==> src/rtl/uart_pkg.sv <==
// ---------------------------------------------------------------------------
// uart_pkg
// Constants, state encoding and helper function shared by the UART transmit
// side (uart_tx_arbiter) and the matching receiver. Both ends import this so
// the frame format cannot drift between them.
//   Frame: start(0), 8 data bits MSB first, even parity, stop(1).
// ---------------------------------------------------------------------------
package uart_pkg;

  localparam int UART_DATA_BITS  = 8;
  localparam int UART_FRAME_BITS = 11;

  typedef enum logic [2:0] {
    ST_IDLE   = 3'd0,
    ST_START  = 3'd1,
    ST_DATA   = 3'd2,
    ST_PARITY = 3'd3,
    ST_STOP   = 3'd4
  } uart_state_e;

  // Parity bit that makes the count of ones in data+parity even.
  function automatic logic even_parity(input logic [UART_DATA_BITS-1:0] b);
    return ^b;
  endfunction

endpackage

==> src/rtl/uart_tx_arbiter_rr.sv <==
// ---------------------------------------------------------------------------
// rr_arbiter
// Round-robin requester selection. The grant is combinational from the
// request vector and a registered pointer; the search starts at the pointer
// and wraps at NUM_REQ. When i_en is high the pointer moves to one past the
// winner, so a requester that keeps asking waits for everyone else.
// Ports:
//   clk, rst_n    clock, asynchronous active-low reset (pointer -> 0)
//   i_req         request vector
//   i_en          advance the pointer past the current winner
//   o_grant       one-hot grant (all zero when nobody requests)
//   o_grant_idx   index of the winner
//   o_valid       at least one request is present
// ---------------------------------------------------------------------------
module rr_arbiter #(
  parameter int NUM_REQ = 4
) (
  input  logic               clk,
  input  logic               rst_n,
  input  logic [NUM_REQ-1:0] i_req,
  input  logic               i_en,
  output logic [NUM_REQ-1:0] o_grant,
  output logic [2:0]         o_grant_idx,
  output logic               o_valid
);

  localparam int PW = (NUM_REQ > 1) ? $clog2(NUM_REQ) : 1;

  logic [PW-1:0] r_ptr;
  logic [PW-1:0] w_idx;
  logic          w_found;

  // (base + off) mod NUM_REQ without a divider; off never exceeds NUM_REQ.
  function automatic logic [PW-1:0] wrap_add(input logic [PW-1:0] base, input int off);
    int s;
    s = int'(base) + off;
    if (s >= NUM_REQ) s = s - NUM_REQ;
    return PW'(s);
  endfunction

  always_comb begin
    // NOTE: every output of this block gets a default before any branch,
    // otherwise the paths that skip an assignment would infer latches.
    w_idx   = '0;
    w_found = 1'b0;
    o_grant = '0;
    for (int o = 0; o < NUM_REQ; o++) begin
      if (!w_found && i_req[wrap_add(r_ptr, o)]) begin
        w_found = 1'b1;
        w_idx   = wrap_add(r_ptr, o);
      end
    end
    o_grant[w_idx] = w_found;
  end

  // NOTE: clocked state uses non-blocking assignments so every register
  // samples the pre-edge values, independent of statement order.
  always_ff @(posedge clk or negedge rst_n) begin
    if (!rst_n) begin
      r_ptr <= '0;
    end else if (i_en) begin
      r_ptr <= wrap_add(w_idx, 1);
    end
  end

  assign o_grant_idx = 3'(w_idx);
  assign o_valid     = w_found;

endmodule

==> src/rtl/uart_tx_arbiter.sv <==
// ---------------------------------------------------------------------------
// uart_tx_arbiter
// Shares one UART line between NUM_REQ byte producers. In IDLE a round-robin
// arbiter picks one requester; its byte is latched, acknowledged with a
// one-clk ack pulse and sent as start, 8 data bits MSB first, even parity,
// stop. Each bit lasts CLKS_PER_BIT clks. req/data_in are ignored while a
// frame is in flight.
// Ports:
//   clk         system clock, rising edge
//   rst_n       asynchronous active-low reset, abandons any frame
//   req         per-requester request, held while its byte is valid
//   data_in     byte of requester i on bits [8i+7:8i]
//   ack         one-clk pulse: byte of requester i latched
//   grant_id    requester of the frame in flight / last sent
//   busy        high while a frame is on the line
//   serial_out  UART line, idles high
// ---------------------------------------------------------------------------
module uart_tx_arbiter
  import uart_pkg::*;
#(
  parameter int NUM_REQ      = 4,
  parameter int CLKS_PER_BIT = 16
) (
  input  logic                 clk,
  input  logic                 rst_n,
  input  logic [NUM_REQ-1:0]   req,
  input  logic [8*NUM_REQ-1:0] data_in,
  output logic [NUM_REQ-1:0]   ack,
  output logic [2:0]           grant_id,
  output logic                 busy,
  output logic                 serial_out
);

  localparam int TW = (CLKS_PER_BIT > 1) ? $clog2(CLKS_PER_BIT) : 1;
  localparam logic [TW-1:0] BIT_LAST = TW'(CLKS_PER_BIT - 1);

  uart_state_e               r_state, w_state_nxt;
  logic [TW-1:0]             r_timer, w_timer_nxt;
  logic [2:0]                r_bit_idx, w_bit_idx_nxt;
  logic [UART_DATA_BITS-1:0] r_shift, w_shift_nxt;
  logic                      r_serial, w_serial_nxt;
  logic                      r_busy, w_busy_nxt;
  logic [NUM_REQ-1:0]        r_ack, w_ack_nxt;
  logic [2:0]                r_grant_id, w_grant_id_nxt;

  logic [NUM_REQ-1:0] w_arb_grant;
  logic [2:0]         w_arb_idx;
  logic               w_arb_valid;
  logic               w_arb_en;
  logic               w_expire;
  logic [2:0]         w_bit_idx_dec;

  rr_arbiter #(.NUM_REQ(NUM_REQ)) u_rr (
    .clk         (clk),
    .rst_n       (rst_n),
    .i_req       (req),
    .i_en        (w_arb_en),
    .o_grant     (w_arb_grant),
    .o_grant_idx (w_arb_idx),
    .o_valid     (w_arb_valid)
  );

  assign w_expire      = (r_timer == '0);
  assign w_bit_idx_dec = r_bit_idx - 3'd1;

  always_comb begin
    w_state_nxt    = r_state;
    // Free-running countdown; it is reloaded on every state entry below and
    // parks at zero in IDLE.
    w_timer_nxt    = w_expire ? '0 : r_timer - 1'b1;
    w_bit_idx_nxt  = r_bit_idx;
    w_shift_nxt    = r_shift;
    w_serial_nxt   = r_serial;
    w_busy_nxt     = r_busy;
    w_ack_nxt      = '0;
    w_grant_id_nxt = r_grant_id;
    w_arb_en       = 1'b0;

    unique case (r_state)
      ST_IDLE: begin
        w_serial_nxt = 1'b1;
        if (w_arb_valid) begin
          w_arb_en       = 1'b1;
          w_shift_nxt    = data_in[{w_arb_idx, 3'b000} +: UART_DATA_BITS];
          w_grant_id_nxt = w_arb_idx;
          w_ack_nxt      = w_arb_grant;
          w_busy_nxt     = 1'b1;
          w_serial_nxt   = 1'b0;
          w_timer_nxt    = BIT_LAST;
          w_bit_idx_nxt  = 3'd7;
          w_state_nxt    = ST_START;
        end
      end
      ST_START: begin
        if (w_expire) begin
          w_serial_nxt  = r_shift[7];
          w_bit_idx_nxt = 3'd7;
          w_timer_nxt   = BIT_LAST;
          w_state_nxt   = ST_DATA;
        end
      end
      ST_DATA: begin
        if (w_expire) begin
          w_timer_nxt = BIT_LAST;
          if (r_bit_idx == 3'd0) begin
            w_serial_nxt = even_parity(r_shift);
            w_state_nxt  = ST_PARITY;
          end else begin
            w_bit_idx_nxt = w_bit_idx_dec;
            w_serial_nxt  = r_shift[w_bit_idx_dec];
          end
        end
      end
      ST_PARITY: begin
        if (w_expire) begin
          w_serial_nxt = 1'b1;
          w_timer_nxt  = BIT_LAST;
          w_state_nxt  = ST_STOP;
        end
      end
      ST_STOP: begin
        if (w_expire) begin
          w_serial_nxt = 1'b1;
          w_busy_nxt   = 1'b0;
          w_state_nxt  = ST_IDLE;
        end
      end
      default: begin
        w_serial_nxt = 1'b1;
        w_busy_nxt   = 1'b0;
        w_state_nxt  = ST_IDLE;
      end
    endcase
  end

  always_ff @(posedge clk or negedge rst_n) begin
    if (!rst_n) begin
      r_state    <= ST_IDLE;
      r_timer    <= '0;
      r_bit_idx  <= 3'd7;
      r_shift    <= '0;
      r_serial   <= 1'b1;
      r_busy     <= 1'b0;
      r_ack      <= '0;
      r_grant_id <= 3'd0;
    end else begin
      r_state    <= w_state_nxt;
      r_timer    <= w_timer_nxt;
      r_bit_idx  <= w_bit_idx_nxt;
      r_shift    <= w_shift_nxt;
      r_serial   <= w_serial_nxt;
      r_busy     <= w_busy_nxt;
      r_ack      <= w_ack_nxt;
      r_grant_id <= w_grant_id_nxt;
    end
  end

  assign ack        = r_ack;
  assign grant_id   = r_grant_id;
  assign busy       = r_busy;
  assign serial_out = r_serial;

endmodule

==> config.mk <==
export PLATFORM = sky130hd
export DESIGN_NAME = uart_tx_arbiter
export DESIGN_NICKNAME = d
export VERILOG_FILES = /design/src/rtl/uart_pkg.sv /design/src/rtl/uart_tx_arbiter_rr.sv /design/src/rtl/uart_tx_arbiter.sv
export SDC_FILE = /design/constraint.sdc
export NUM_CORES = 1
export LEC_CHECK = 0
export CAP_MARGIN = 20
export CORE_MARGIN = 5
export CORE_UTILIZATION = 43
export DETAILED_ROUTE_END_ITERATION = 12
export GPL_TIMING_DRIVEN = 0
export HOLD_SLACK_MARGIN = 0.1
export MAX_ROUTING_LAYER = met4
export PLACE_DENSITY = 0.76
export SETUP_SLACK_MARGIN = 0.4
export SYNTH_ARGS = -nofsm -noshare
export SYNTH_HDL_FRONTEND = slang
export SYNTH_SLANG_ARGS = --single-unit
export TNS_END_PERCENT = 30
==> constraint.sdc <==
create_clock -name clk -period 1.8 [get_ports clk]
set_input_delay 0.54 -clock clk [delete_from_list [all_inputs] [get_ports clk]]
set_output_delay 0.54 -clock clk [all_outputs]
set_load 0.05 [all_outputs]
* After elaboration in Yosys (flattened, before gate mapping)
Cells that the tools add are included.
** Cells by class
- Reductions and logical operators :: 19
- Multiplexer cells :: 54
- Equality and inequality tests :: 12
- $add $sub $neg :: 11
- Magnitude comparators :: 12
- Shifts and indexed selects :: 1
- Bitwise operators :: 2
** Operators with widths (count)
- $shiftx A32 B6 Y8 :: 1
- $mux W3 :: 10
- $mux W4 :: 5
- $mux W1 :: 19
- $mux W2 :: 9
- $lt A2 B3 Y1 const B :: 5
- $pmux W3 S5 :: 1
- $ge A3 B3 Y1 const B :: 4
- $ne A2 B2 Y1 const B :: 6
- $sub A2 B1 Y2 const B :: 5
- $pmux W3 S3 :: 1
- $bmux W1 S2 :: 4
- $pmux W4 S2 :: 1
- $reduce_xor A8 Y1 :: 1
- $add A2 B1 Y3 const B :: 2
- $add A2 B2 Y3 const B :: 2
- $eq A3 B2 Y1 const B :: 2
- $logic_not A3 Y1 :: 2
- $reduce_and A3 Y1 :: 2
- $reduce_and A6 Y1 :: 1
- $reduce_and A5 Y1 :: 1
- $and A4 B4 Y4 :: 1
- $logic_and A1 B1 Y1 :: 4
- $logic_not A4 Y1 :: 1
- other kinds (18) :: 21
** Word-level totals
- Logic and storage cells :: 120
- Register bits :: 28
- Output and inout bits :: 9
- Input bits :: 38

* Depth between registers and ports, before layout
- Word-level depth :: 21
- Mapped depth :: 8
- Mapped depth without buffers :: 7

* Cells and area by module
From an unflattened synthesis, not the netlist that was laid out.
** Unflattened totals
- Cell total of the unflattened synthesis :: 174
- Area, all modules :: 1906.8 sq um
** Modules (own cells, without submodules)
- uart_tx_arbiter :: area an instance 1601.5 sq um, seq. area each 680.7 sq um, cells an instance 137, times used 1
- rr_arbiter :: area an instance 305.3 sq um, seq. area each 50.0 sq um, cells an instance 37, times used 1

* Least setup slack after synthesis
Ideal clock, no wire load.
- Path kind :: register -> register
- Start point :: register r_bit_idx[0]
- End point :: register r_serial (netlist: serial_out)
- Cell stages (with the launch flop) :: 8
- Setup time :: 0.084 ns
- Slack :: -0.085 ns
- Buffers on the path :: 0
- Period minus slack after synthesis :: 1.885 ns
- Arrival time :: 1.801 ns
- Required time :: 1.717 ns
- Path through :: dfstp_2 inv_1 ha_1 mux4_2 mux2_2 o21ai_0 a21oi_1 o32a_1
** On the way
- Cells in the longest elaborated chain, start to end :: 6
- Elaborated cells on any way between the ends :: 7
** RTL lines
- from (decl) :: line uart_tx_arbiter.sv:39 : logic [2:0] r_bit_idx, w_bit_idx_nxt;
- from (signal assigned) :: line uart_tx_arbiter.sv:149 : r_bit_idx <= w_bit_idx_nxt;
- $sub A3 B1 Y3 :: line uart_tx_arbiter.sv:64 : assign w_bit_idx_dec = r_bit_idx - 3'd1;
- $bmux W1 S3 :: line uart_tx_arbiter.sv:110 : w_serial_nxt = r_shift[w_bit_idx_dec];
- $mux W1 (not written as such) :: line uart_tx_arbiter.sv:110
- $mux W1 * :: line uart_tx_arbiter.sv:105 : if (r_bit_idx == 3'd0) begin
- $mux W1 * :: line uart_tx_arbiter.sv:103 : if (w_expire) begin
- $pmux W1 S4 * :: line uart_tx_arbiter.sv:79 : unique case (r_state)
- to (signal assigned) :: line uart_tx_arbiter.sv:151 : r_serial <= w_serial_nxt;
- to (decl) :: line uart_tx_arbiter.sv:41 : logic r_serial, w_serial_nxt;
Every way passes the cells marked *; elsewhere a longest branch is shown, timed or not. The select of a mux whose other input is x is not followed.
A chain may end at the register's enable or synchronous reset.

* Final worst setup path
Ends and elaborated chain as after synthesis.

==> out/summary.txt <==
Crit. End Element - flop
worst slew pin tran - 0.718 ns
# nets final - 280
violated checks - setup timing
height of the chip - 72.7 µm
Post-Syn Area per Cell - 9.81 µm²
drt total wl - 4860 µm
Slew Viols, Final - 0
die area - 5280 µm²
number of enable flip-flop cells after synthesis - 0
post-layout worst setup margin - -0.115 ns
first-pass iteration count of the detailed router - 4
clk_lat worst skew - 0.28 ns
routability cong. - 0.828
Final HPWL DP - 3040 µm
Crit Path Max Fanout - 3
initial antenna violation count - 0
crit path launch type - flop
GRT Util Overall - 0.182
#FFs+latches synth - 28
Syn Inst Count - 172
Finish-stage setup viols - 5
Fin. Hold Viols - 0
run status - complete, but fails checks
top cell type's share of synthesized area - 0.356
Synthesized Nets - 212
area leader, netlist - dfrtp_1
worst hold path depth - 2
worst path required time - 2.01 ns
row count - 22
total clock sinks - 28
Overflow after GRT - 0
Clk pin slew, worst setup/hold paths - 0.10 ns
post-synthesis sequential area ratio - 0.418
number of max-cap violations - 0
Initial DRC Count - 105
commonest non-fill, non-tap cell in the layout - clkdlybuf4s50_1
synth top area cells - dfrtp_1 (36%), mux2i_1 (9.5%), dfstp_2 (6.2%)
synth warn - 0
Worst EP arrival - 2.13 ns
Boundary Pins - 47
cts hold-fix bufs - 0
clock skew - 0.00279 ns
post-synthesis instance area - 1690 µm²
Final period util - 1.06
port bufs - 45
vias in the first global route - 1601
CTS max path bufs - 2
DIE WIDTH - 72.7 µm
Reg2Reg Depth - 7
LEAKAGE - 1.21 nW
vias - 1614
ratio of cells with drive above 1 in the final layout - 0.414
Synth-to-Final Area Change - 68.2%
initial core utilization - 0.451
Hold Path Class - flop to flop
most frequent cells in the layout - clkdlybuf4s50_1 (33), dfrtp_1 (23), buf_6 (17), nor2_1 (17), buf_4 (11)
FF+latch area - 707 µm²
RSZ-0062 raised after global routing - yes
ys async rst share - 1.00
CTS tree - yes
first-pass GRT wire length - 7380 µm
Peak supply drop - 1.01 mV
DR vias/cell - 5.62
DRC viols - 0
Crit Path Category - flop to flop
FMAX - 522 MHz
ANT cells - 0
CTS Buf Count - 3
Antenna Nets Post-Route - 0
final critical-path required period - 1.92 ns
most common flop cell mapped by yosys - dfrtp_1
Avg WL per Cell - 16.9 µm
final hold slack - 0.507 ns
CTS root buffer - clkbuf_8
htree depth - 1
largest net degree at the start of global routing - 17
footprint of the multi-input gates - 1170 µm²
Relative slew margins - 0.520
Synth cell types - 46
P per Cell Area - 1490 nW/µm²
Core Footprint - 3740 µm²
Filler Cells Inserted - 249
setup TNS - -0.218 ns
-- what timing repair did --
action                     4_1_cts  5_1_grt
gates resized for setup        102       51
setup endpoints to repair       36       36
cloned                           1        0
setup buffers                   14        2
pin swaps                       11       17
-- critical path: stages (launching register included) --
cell     delay (ns)
dfstp_2        0.58
inv_2          0.06
ha_4           0.28
mux4_2         0.27
mux2_4         0.28
o21ai_2        0.16
a21oi_2        0.05
o32a_1         0.17
-- layer usage --
metal,global-route usage,up-vias,share of wire
met2,0.320,65,0.51
met3,0.0358,8,0.053
met4,0.0225,0,0.0097
met1,0.224,785,0.43
li1,-,756,-
met5,-,-,0
-- sequential cells by signal (all words and copies together), names as in the netlist --
register and cells:
serial_out 1, r_state 3, r_timer 4, busy 1, r_shift 8, r_bit_idx 3, u_rr.r_ptr 2, ack 4
grant_id 2
-- worst paths after layout --
kind	startpoint	to	slack, ns
hold / removal	r_bit_idx[1]	r_bit_idx[1]	0.51
hold reg to reg	r_bit_idx[1]	r_bit_idx[1]	0.51
setup reg to reg	r_bit_idx[0]	serial_out	-0.12
min in group asynchronous	rst_n	r_timer[2]	0.68
max in group asynchronous	rst_n	u_rr.r_ptr[1]	0.59
setup / recovery	r_bit_idx[0]	serial_out	-0.12
-- where the power goes --
| group | switching (mW) | internal [mW] |
|---|---|---|
| Clock | 0.206 | 0.298 |
| Sequential | 0.260 | 0.873 |
| Combinational | 1.24 | 1.36 |
-- layout make-up --
| cell class | count | area share |
|---|---|---|
| well taps | 48 | 0.0212 |
| plain buffers | 10 | 0.0392 |
| clock buffers | 3 | 0.0145 |
| inverters | 6 | 0.00793 |
| repair buffers | 63 | 0.244 |
| multi-input cells | 128 | 0.413 |
| flip-flops and latches | 28 | 0.249 |
| clock inverters | 1 | 0.0106 |
-- synthesized netlist by cell type (3+ instances only) --
cell type and n:
dfrtp_1 24, nor2_1 20, mux2i_1 16, nand2_1 14, xnor2_1 10, o221ai_1 8
a21oi_1 7, nand2b_1 7, inv_1 6, o21ai_0 6, buf_4 5, dfstp_2 4
nor3_1 4, buf_2 3
-- kinds of logic (layout without fill, tap and decap cells) --
group           Yosys count  after routing  synth area share
flops                    28             28             0.418
simple gates             56             56             0.156
mux                      20             20             0.135
compound gates           39             39             0.168
other cells               1              1           0.00222
xor+xnor                 10             10            0.0519
buf+inv                  16             83            0.0534
fa+ha+maj                 2              2            0.0148
-- stage by stage --
stage                     std cells  utilization  total power [mW]  setup WS (ns)  cell area, µm²
final                           287        0.758              4.24         -0.115            2840
after detailed placement        266        0.609              2.88         -0.645            2280
after global routing            287        0.758              4.49         -0.206            2840
after CTS                       285        0.698              3.82        -0.0866            2610
after floorplan                 172            -              2.44        0.00860            1740
after global placement          265        0.601              2.84         -0.612            2250
Power figures use the tool's default switching activity.
